==> src/rtl/mips_ctrl.sv <==
// -----------------------------------------------------------------------------
// mips_ctrl
//   Multi-cycle MIPS control unit. A Moore/Mealy FSM that sequences fetch,
//   decode, execute, memory and write-back steps and drives the datapath
//   control lines. All outputs are combinational from the current state, the
//   instruction fields (opcode/funct) and mem_ready, and are forced to 0 while
//   rst_n is low.
//
//   Parameters
//     HALT_OPCODE    opcode that parks the FSM in HALT until reset
//   Ports
//     clk            rising-edge clock
//     rst_n          asynchronous active-low reset (state -> FETCH)
//     opcode         IR[31:26]
//     funct          IR[5:0]
//     mem_ready      memory completes the current access this cycle
//     pc_write .. alu_src_a   single-bit datapath controls
//     alu_src_b      00 regB, 01 const 4, 10 ext imm, 11 ext imm<<2
//     pc_source      00 ALU result, 01 ALUOut reg, 10 jump target
//     alu_lo_hi      00 ALUOut, 01 LO, 10 HI
//     hi_en, lo_en   HI/LO register load enables
//     opsel          ALU operation select
//     illegal_op     one-cycle pulse on unsupported opcode/funct
// -----------------------------------------------------------------------------
module mips_ctrl #(
    parameter logic [5:0] HALT_OPCODE = 6'h3F
) (
    input  logic       clk,
    input  logic       rst_n,
    input  logic [5:0] opcode,
    input  logic [5:0] funct,
    input  logic       mem_ready,
    output logic       pc_write,
    output logic       pc_write_cond,
    output logic       i_or_d,
    output logic       mem_read,
    output logic       mem_write,
    output logic       ir_write,
    output logic       mem_to_reg,
    output logic       reg_dst,
    output logic       reg_write,
    output logic       jal,
    output logic       is_signed,
    output logic       alu_src_a,
    output logic [1:0] alu_src_b,
    output logic [1:0] pc_source,
    output logic [1:0] alu_lo_hi,
    output logic       hi_en,
    output logic       lo_en,
    output logic [4:0] opsel,
    output logic       illegal_op
);

    localparam logic [3:0] S_FETCH     = 4'd0;
    localparam logic [3:0] S_DECODE    = 4'd1;
    localparam logic [3:0] S_MEM_ADDR  = 4'd2;
    localparam logic [3:0] S_MEM_READ  = 4'd3;
    localparam logic [3:0] S_MEM_WB    = 4'd4;
    localparam logic [3:0] S_MEM_WRITE = 4'd5;
    localparam logic [3:0] S_RTYPE_EX  = 4'd6;
    localparam logic [3:0] S_RTYPE_WB  = 4'd7;
    localparam logic [3:0] S_ITYPE_EX  = 4'd8;
    localparam logic [3:0] S_ITYPE_WB  = 4'd9;
    localparam logic [3:0] S_BRANCH    = 4'd10;
    localparam logic [3:0] S_JUMP      = 4'd11;
    localparam logic [3:0] S_JAL       = 4'd12;
    localparam logic [3:0] S_HALT      = 4'd13;

    localparam logic [4:0] OP_ADD_U  = 5'h00;
    localparam logic [4:0] OP_SUB_U  = 5'h01;
    localparam logic [4:0] OP_MULT   = 5'h02;
    localparam logic [4:0] OP_MUL_U  = 5'h03;
    localparam logic [4:0] OP_AND    = 5'h04;
    localparam logic [4:0] OP_OR     = 5'h05;
    localparam logic [4:0] OP_XOR    = 5'h06;
    localparam logic [4:0] OP_SRL    = 5'h07;
    localparam logic [4:0] OP_SLL    = 5'h08;
    localparam logic [4:0] OP_SRA    = 5'h09;
    localparam logic [4:0] OP_SLT    = 5'h0A;
    localparam logic [4:0] OP_SLT_U  = 5'h0B;
    localparam logic [4:0] OP_BEQ    = 5'h0C;
    localparam logic [4:0] OP_BNE    = 5'h0D;
    localparam logic [4:0] OP_PASS_A = 5'h10;

    logic [3:0] r_state;
    logic [3:0] w_next;

    // R-type funct decode
    logic [4:0] w_rt_opsel;
    logic       w_rt_valid;
    logic       w_rt_mult;
    logic       w_rt_jr;
    logic       w_rt_mfhi;
    logic       w_rt_mflo;

    // I-type opcode decode
    logic [4:0] w_it_opsel;
    logic       w_it_signed;
    logic       w_it_valid;

    // unmasked control outputs
    logic       w_pc_write, w_pc_write_cond, w_i_or_d, w_mem_read, w_mem_write;
    logic       w_ir_write, w_mem_to_reg, w_reg_dst, w_reg_write, w_jal;
    logic       w_is_signed, w_alu_src_a, w_hi_en, w_lo_en, w_illegal_op;
    logic [1:0] w_alu_src_b, w_pc_source, w_alu_lo_hi;
    logic [4:0] w_opsel;

    always_ff @(posedge clk or negedge rst_n) begin
        if (!rst_n) begin
            r_state <= S_FETCH;
        end else begin
            r_state <= w_next;
        end
    end

    always_comb begin
        w_rt_opsel = OP_ADD_U;
        w_rt_valid = 1'b1;
        w_rt_mult  = 1'b0;
        w_rt_jr    = 1'b0;
        w_rt_mfhi  = 1'b0;
        w_rt_mflo  = 1'b0;
        case (funct)
            6'h21: w_rt_opsel = OP_ADD_U;
            6'h23: w_rt_opsel = OP_SUB_U;
            6'h18: begin w_rt_opsel = OP_MULT;  w_rt_mult = 1'b1; end
            6'h19: begin w_rt_opsel = OP_MUL_U; w_rt_mult = 1'b1; end
            6'h24: w_rt_opsel = OP_AND;
            6'h25: w_rt_opsel = OP_OR;
            6'h26: w_rt_opsel = OP_XOR;
            6'h02: w_rt_opsel = OP_SRL;
            6'h00: w_rt_opsel = OP_SLL;
            6'h03: w_rt_opsel = OP_SRA;
            6'h2A: w_rt_opsel = OP_SLT;
            6'h2B: w_rt_opsel = OP_SLT_U;
            6'h08: begin w_rt_opsel = OP_PASS_A; w_rt_jr = 1'b1; end
            6'h10: w_rt_mfhi = 1'b1;
            6'h12: w_rt_mflo = 1'b1;
            default: w_rt_valid = 1'b0;
        endcase
    end

    always_comb begin
        w_it_opsel  = OP_ADD_U;
        w_it_signed = 1'b0;
        w_it_valid  = 1'b1;
        case (opcode)
            6'h09: begin w_it_opsel = OP_ADD_U;  w_it_signed = 1'b1; end
            6'h10: begin w_it_opsel = OP_SUB_U;  w_it_signed = 1'b1; end
            6'h0A: begin w_it_opsel = OP_SLT;    w_it_signed = 1'b1; end
            6'h0B: begin w_it_opsel = OP_SLT_U;  w_it_signed = 1'b1; end
            6'h0C: w_it_opsel = OP_AND;
            6'h0D: w_it_opsel = OP_OR;
            6'h0E: w_it_opsel = OP_XOR;
            default: w_it_valid = 1'b0;
        endcase
    end

    always_comb begin
        w_next          = r_state;
        w_pc_write      = 1'b0;
        w_pc_write_cond = 1'b0;
        w_i_or_d        = 1'b0;
        w_mem_read      = 1'b0;
        w_mem_write     = 1'b0;
        w_ir_write      = 1'b0;
        w_mem_to_reg    = 1'b0;
        w_reg_dst       = 1'b0;
        w_reg_write     = 1'b0;
        w_jal           = 1'b0;
        w_is_signed     = 1'b0;
        w_alu_src_a     = 1'b0;
        w_alu_src_b     = 2'b00;
        w_pc_source     = 2'b00;
        w_alu_lo_hi     = 2'b00;
        w_hi_en         = 1'b0;
        w_lo_en         = 1'b0;
        w_opsel         = OP_ADD_U;
        w_illegal_op    = 1'b0;

        case (r_state)
            S_FETCH: begin
                w_mem_read  = 1'b1;
                w_alu_src_b = 2'b01;
                // IR and PC+4 commit only in the cycle the read completes
                if (mem_ready) begin
                    w_ir_write = 1'b1;
                    w_pc_write = 1'b1;
                    w_next     = S_DECODE;
                end
            end
            S_DECODE: begin
                // speculative branch target: PC + (sext(imm) << 2)
                w_alu_src_b = 2'b11;
                w_is_signed = 1'b1;
                if (opcode == 6'h00)                           w_next = S_RTYPE_EX;
                else if (opcode == 6'h23 || opcode == 6'h2B)   w_next = S_MEM_ADDR;
                else if (w_it_valid)                           w_next = S_ITYPE_EX;
                else if (opcode == 6'h04 || opcode == 6'h05)   w_next = S_BRANCH;
                else if (opcode == 6'h02)                      w_next = S_JUMP;
                else if (opcode == 6'h03)                      w_next = S_JAL;
                else if (opcode == HALT_OPCODE)                w_next = S_HALT;
                else begin
                    w_illegal_op = 1'b1;
                    w_next       = S_FETCH;
                end
            end
            S_MEM_ADDR: begin
                w_alu_src_a = 1'b1;
                w_alu_src_b = 2'b10;
                w_is_signed = 1'b1;
                w_next      = (opcode == 6'h23) ? S_MEM_READ : S_MEM_WRITE;
            end
            S_MEM_READ: begin
                w_i_or_d   = 1'b1;
                w_mem_read = 1'b1;
                if (mem_ready) w_next = S_MEM_WB;
            end
            S_MEM_WB: begin
                w_mem_to_reg = 1'b1;
                w_reg_write  = 1'b1;
                w_next       = S_FETCH;
            end
            S_MEM_WRITE: begin
                w_i_or_d    = 1'b1;
                w_mem_write = 1'b1;
                if (mem_ready) w_next = S_FETCH;
            end
            S_RTYPE_EX: begin
                w_alu_src_a = 1'b1;
                w_opsel     = w_rt_opsel;
                if (!w_rt_valid) begin
                    w_illegal_op = 1'b1;
                    w_next       = S_FETCH;
                end else if (w_rt_mult) begin
                    w_hi_en = 1'b1;
                    w_lo_en = 1'b1;
                    w_next  = S_FETCH;
                end else if (w_rt_jr) begin
                    w_pc_write = 1'b1;
                    w_next     = S_FETCH;
                end else begin
                    w_next = S_RTYPE_WB;
                end
            end
            S_RTYPE_WB: begin
                // funct is still held in IR, so the EX opsel is regenerated
                w_reg_dst   = 1'b1;
                w_reg_write = 1'b1;
                w_opsel     = w_rt_opsel;
                if (w_rt_mfhi)      w_alu_lo_hi = 2'b10;
                else if (w_rt_mflo) w_alu_lo_hi = 2'b01;
                w_next = S_FETCH;
            end
            S_ITYPE_EX: begin
                w_alu_src_a = 1'b1;
                w_alu_src_b = 2'b10;
                w_opsel     = w_it_opsel;
                w_is_signed = w_it_signed;
                w_next      = S_ITYPE_WB;
            end
            S_ITYPE_WB: begin
                w_reg_write = 1'b1;
                w_opsel     = w_it_opsel;
                w_is_signed = w_it_signed;
                w_next      = S_FETCH;
            end
            S_BRANCH: begin
                w_alu_src_a     = 1'b1;
                w_opsel         = (opcode == 6'h05) ? OP_BNE : OP_BEQ;
                w_pc_write_cond = 1'b1;
                w_pc_source     = 2'b01;
                w_next          = S_FETCH;
            end
            S_JUMP: begin
                w_pc_write  = 1'b1;
                w_pc_source = 2'b10;
                w_next      = S_FETCH;
            end
            S_JAL: begin
                w_pc_write  = 1'b1;
                w_pc_source = 2'b10;
                w_jal       = 1'b1;
                w_reg_write = 1'b1;
                w_next      = S_FETCH;
            end
            S_HALT: begin
                w_next = S_HALT;
            end
            default: begin
                w_next = S_FETCH;
            end
        endcase
    end

    // Every control line is held low while reset is asserted
    assign pc_write      = rst_n & w_pc_write;
    assign pc_write_cond = rst_n & w_pc_write_cond;
    assign i_or_d        = rst_n & w_i_or_d;
    assign mem_read      = rst_n & w_mem_read;
    assign mem_write     = rst_n & w_mem_write;
    assign ir_write      = rst_n & w_ir_write;
    assign mem_to_reg    = rst_n & w_mem_to_reg;
    assign reg_dst       = rst_n & w_reg_dst;
    assign reg_write     = rst_n & w_reg_write;
    assign jal           = rst_n & w_jal;
    assign is_signed     = rst_n & w_is_signed;
    assign alu_src_a     = rst_n & w_alu_src_a;
    assign hi_en         = rst_n & w_hi_en;
    assign lo_en         = rst_n & w_lo_en;
    assign illegal_op    = rst_n & w_illegal_op;
    assign alu_src_b     = rst_n ? w_alu_src_b : 2'b00;
    assign pc_source     = rst_n ? w_pc_source : 2'b00;
    assign alu_lo_hi     = rst_n ? w_alu_lo_hi : 2'b00;
    assign opsel         = rst_n ? w_opsel     : 5'h00;

endmodule

==> config.mk <==
export PLATFORM = sky130hd
export DESIGN_NAME = mips_ctrl
export DESIGN_NICKNAME = d
export VERILOG_FILES = /design/src/rtl/mips_ctrl.sv
export SDC_FILE = /design/constraint.sdc
export NUM_CORES = 1
export LEC_CHECK = 0
export BUFFER_PORTS_ARGS = -buffer_cell sky130_fd_sc_hd__buf_4
export CAP_MARGIN = 20
export CORE_UTILIZATION = 40
export DETAILED_ROUTE_END_ITERATION = 10
export PLACE_DENSITY = 0.63
export SLEW_MARGIN = 20
export SYNTH_ARGS = -nofsm -noshare
export SYNTH_HDL_FRONTEND = slang
export SYNTH_SLANG_ARGS = --single-unit
export TNS_END_PERCENT = 1
==> constraint.sdc <==
create_clock -name clk -period 2.2 [get_ports clk]
set_input_delay 0.44 -clock clk [delete_from_list [all_inputs] [get_ports clk]]
set_output_delay 0.44 -clock clk [all_outputs]
set_load 0.01 [all_outputs]
==> impl_metrics.env <==
export IMPL_status="finished, violations left"
export IMPL_violations="DRC"
export IMPL_fp_dieH_um=57.3
export IMPL_synthFlopType="dfrtp_1"
export IMPL_grt_pass1_wl_mm=6.35
export IMPL_wl_per_cell_um=14.9
export IMPL_worst_pin_slew_ns=0.413
export IMPL_synth_edf_count=0
export IMPL_syn_area_um2=1220
export IMPL_dr_first_iter_drc_count=136
export IMPL_yosysMostFrequentCell="nand2_1"
export IMPL_core_um2=2830
export IMPL_ctsHoldBuffers=0
export IMPL_syn_nets=213
export IMPL_die_w_um=57.3
export IMPL_antenna_found_initial=0
export IMPL_max_freq_mhz=459
export IMPL_area_growth_pct=37.0
export IMPL_final_antenna_net_count=0
export IMPL_cts_tree="yes"
export IMPL_worstPathArrival_ns=1.74
export IMPL_cp_required_ns=1.76
export IMPL_ir_drop_uv=171
export IMPL_synthArstFlopShare_pct=100
export IMPL_yosysWarnings=0
export IMPL_placed_cell_area_um2=1600
export IMPL_power_density_nw_per_um2=181
export IMPL_start_util_pct=43.2
export IMPL_place_congestion=0.844
export IMPL_layout_drive_gt1_share_pct=32.4
export IMPL_yosysUniqueCellTypes=51
export IMPL_synth_seq_area_share_pct=8.20
export IMPL_overflow=0
export IMPL_setup_ws_ns=0.0229
export IMPL_io_buffers=40
export IMPL_crit_path_end_kind="primary output"
export IMPL_cap_violations=0
export IMPL_leakage_nw=0.681
export IMPL_cts_buffers=3
export IMPL_synth_seq_cells=4
export IMPL_drc_errors=5
export IMPL_yosys_top_cells_area="dfrtp_1 8.2%, nand2_1 8.0%, a21oi_1 6.1%"
export IMPL_final_setup_viol_count=0
export IMPL_setup_tns_final_ns=0
export IMPL_maxSlewHeadroom_pct=72.1
export IMPL_hold_viol=0
export IMPL_die_area_um2=3280
export IMPL_timing_final_crit_share_pct=99.0
export IMPL_slew_viol_final=0
export IMPL_finalClockSkew_ns=0.00744
export IMPL_syn_avg_cell_area_um2=6.17
export IMPL_pin_count=41
export IMPL_rows=19
export IMPL_hold_class="in -> async"
export IMPL_fin_nets=255
export IMPL_reg_largest_list="r_state: 4 flops"
export IMPL_place_ws_ns=0.0364
export IMPL_crit_type="in -> out"
export IMPL_wl_mm=4.01
export IMPL_cts_root_buffer="clkbuf_4"
export IMPL_dp_hpwl_mm=3.01
export IMPL_regMostFlops="r_state"
export IMPL_path_max_fanout=9
export IMPL_syn_inst=198
export IMPL_largest_reg_flops=4
export IMPL_synth_area_leader_cell="dfrtp_1"
export IMPL_clkSlewWorstSetupHoldPaths_ns=0.05
export IMPL_grt_pass1_vias=1427
export IMPL_start_kind="primary input"
export IMPL_grt_usage_pct=24.1
export IMPL_rsz0062_at_grt="yes"
export IMPL_antennaDiodeCount=0
export IMPL_synth_common_cells="26 x nand2_1, 15 x a21oi_1, 14 x nor2_1"
export IMPL_grt_max_degree=21
export IMPL_post_route_cell_area_um2=1670
export IMPL_clock_sinks=4
export IMPL_clk_path_buf_depth=2
export IMPL_fin_crit_ns=2.18
export IMPL_synth_top_area_share_pct=8.20
export IMPL_vias=1686
export IMPL_vias_per_cell=6.27
export IMPL_clk_latency_ns=0.25
export IMPL_dr_pass1_iters=10
export IMPL_cts_max_level=1
-- cell families after synthesis --
logic type | count (synthesis) | share of synthesized area (%)
xor gates and xnor gates | 1 | 0.717
and+or+nand+nor | 107 | 48.4
muxes | 1 | 0.922
AOI/OAI and AO/OA | 61 | 32.8
DFF | 4 | 8.20
buffers and inverters | 24 | 9.02
-- cell type report --
cell class / count / area (um2)
Fill cell: 283 / 1160
Multi-Input combinational cell: 170 / 1060
Timing Repair Buffer: 59 / 443
Sequential cell: 4 / 104
Tap cell: 31 / 38.8
Clock buffer: 3 / 22.5
Inverter: 2 / 7.51
-- layer usage --
metal	vias up	GRT usage (%)	wire length (um)
li1	826	-	-
met1	775	31.9	1740
met2	81	40.3	1950
met3	4	4.08	286
met4	0	6.62	31
met5	-	0	0
-- cell usage in the layout, fill, tap and decap left out, types with 3 or more instances in the layout --
cell type,count
a21oi_1,14
a31oi_1,7
and3_1,6
buf_4,59
clkbuf_4,3
dfrtp_2,3
nand2_1,26
nand2b_1,5
nand3_1,5
nand3b_1,3
nand4_1,5
nor2_1,14
nor2b_1,9
nor3_1,9
nor4_1,3
nor4b_1,5
nor4b_2,3
o21a_1,3
o21ai_0,5
o21ai_1,6
o21bai_1,4
o31ai_1,4
-- final timing paths --
check | from | end | slack, ns | depth (start not counted)
hold reg to reg | r_state[3] | r_state[3] | 0.75 | 3
setup reg to reg | r_state[1] | r_state[2] | 0.48 | 6
min in group clk | mem_ready | r_state[0] | 0.61 | 3
hold / removal | rst_n | r_state[0] | 0.04 | 1
max in group asynchronous | rst_n | r_state[1] | 1.96 | 1
setup / recovery | opcode[0] | illegal_op | 0.02 | 7
-- power breakdown --
group	switching [mW]	total (mW)	internal [mW]
combinational	0.0759	0.129	0.0536
clock	0.0386	0.100	0.0616
sequential	0	0.0738	0.0738
-- worst max-delay path: stages --
cell and delay, ns:
buf_4 0.14, nor4b_1 0.32, o31ai_1 0.12, o221ai_1 0.25
nor3_1 0.10, a41o_1 0.23, buf_4 0.14
-- stage by stage --
stage	util, %	instances	power (mW)	hold WS (ns)
after floorplan	-	198	0.148	0.144
after global placement	56.6	266	0.195	0.298
after detailed placement	56.6	266	0.198	0.301
after CTS	57.6	269	0.299	0.0382
after global routing	59.1	269	0.321	0.0433
final	59.1	269	0.304	0.0382
-- timing repair --
action | in CTS | in global routing
setup endpoints to repair | 2 | 9
pin swaps | 0 | 1
buffers inserted | 0 | 0
resized for setup | 2 | 11
Power figures use the tool's default switching activity.
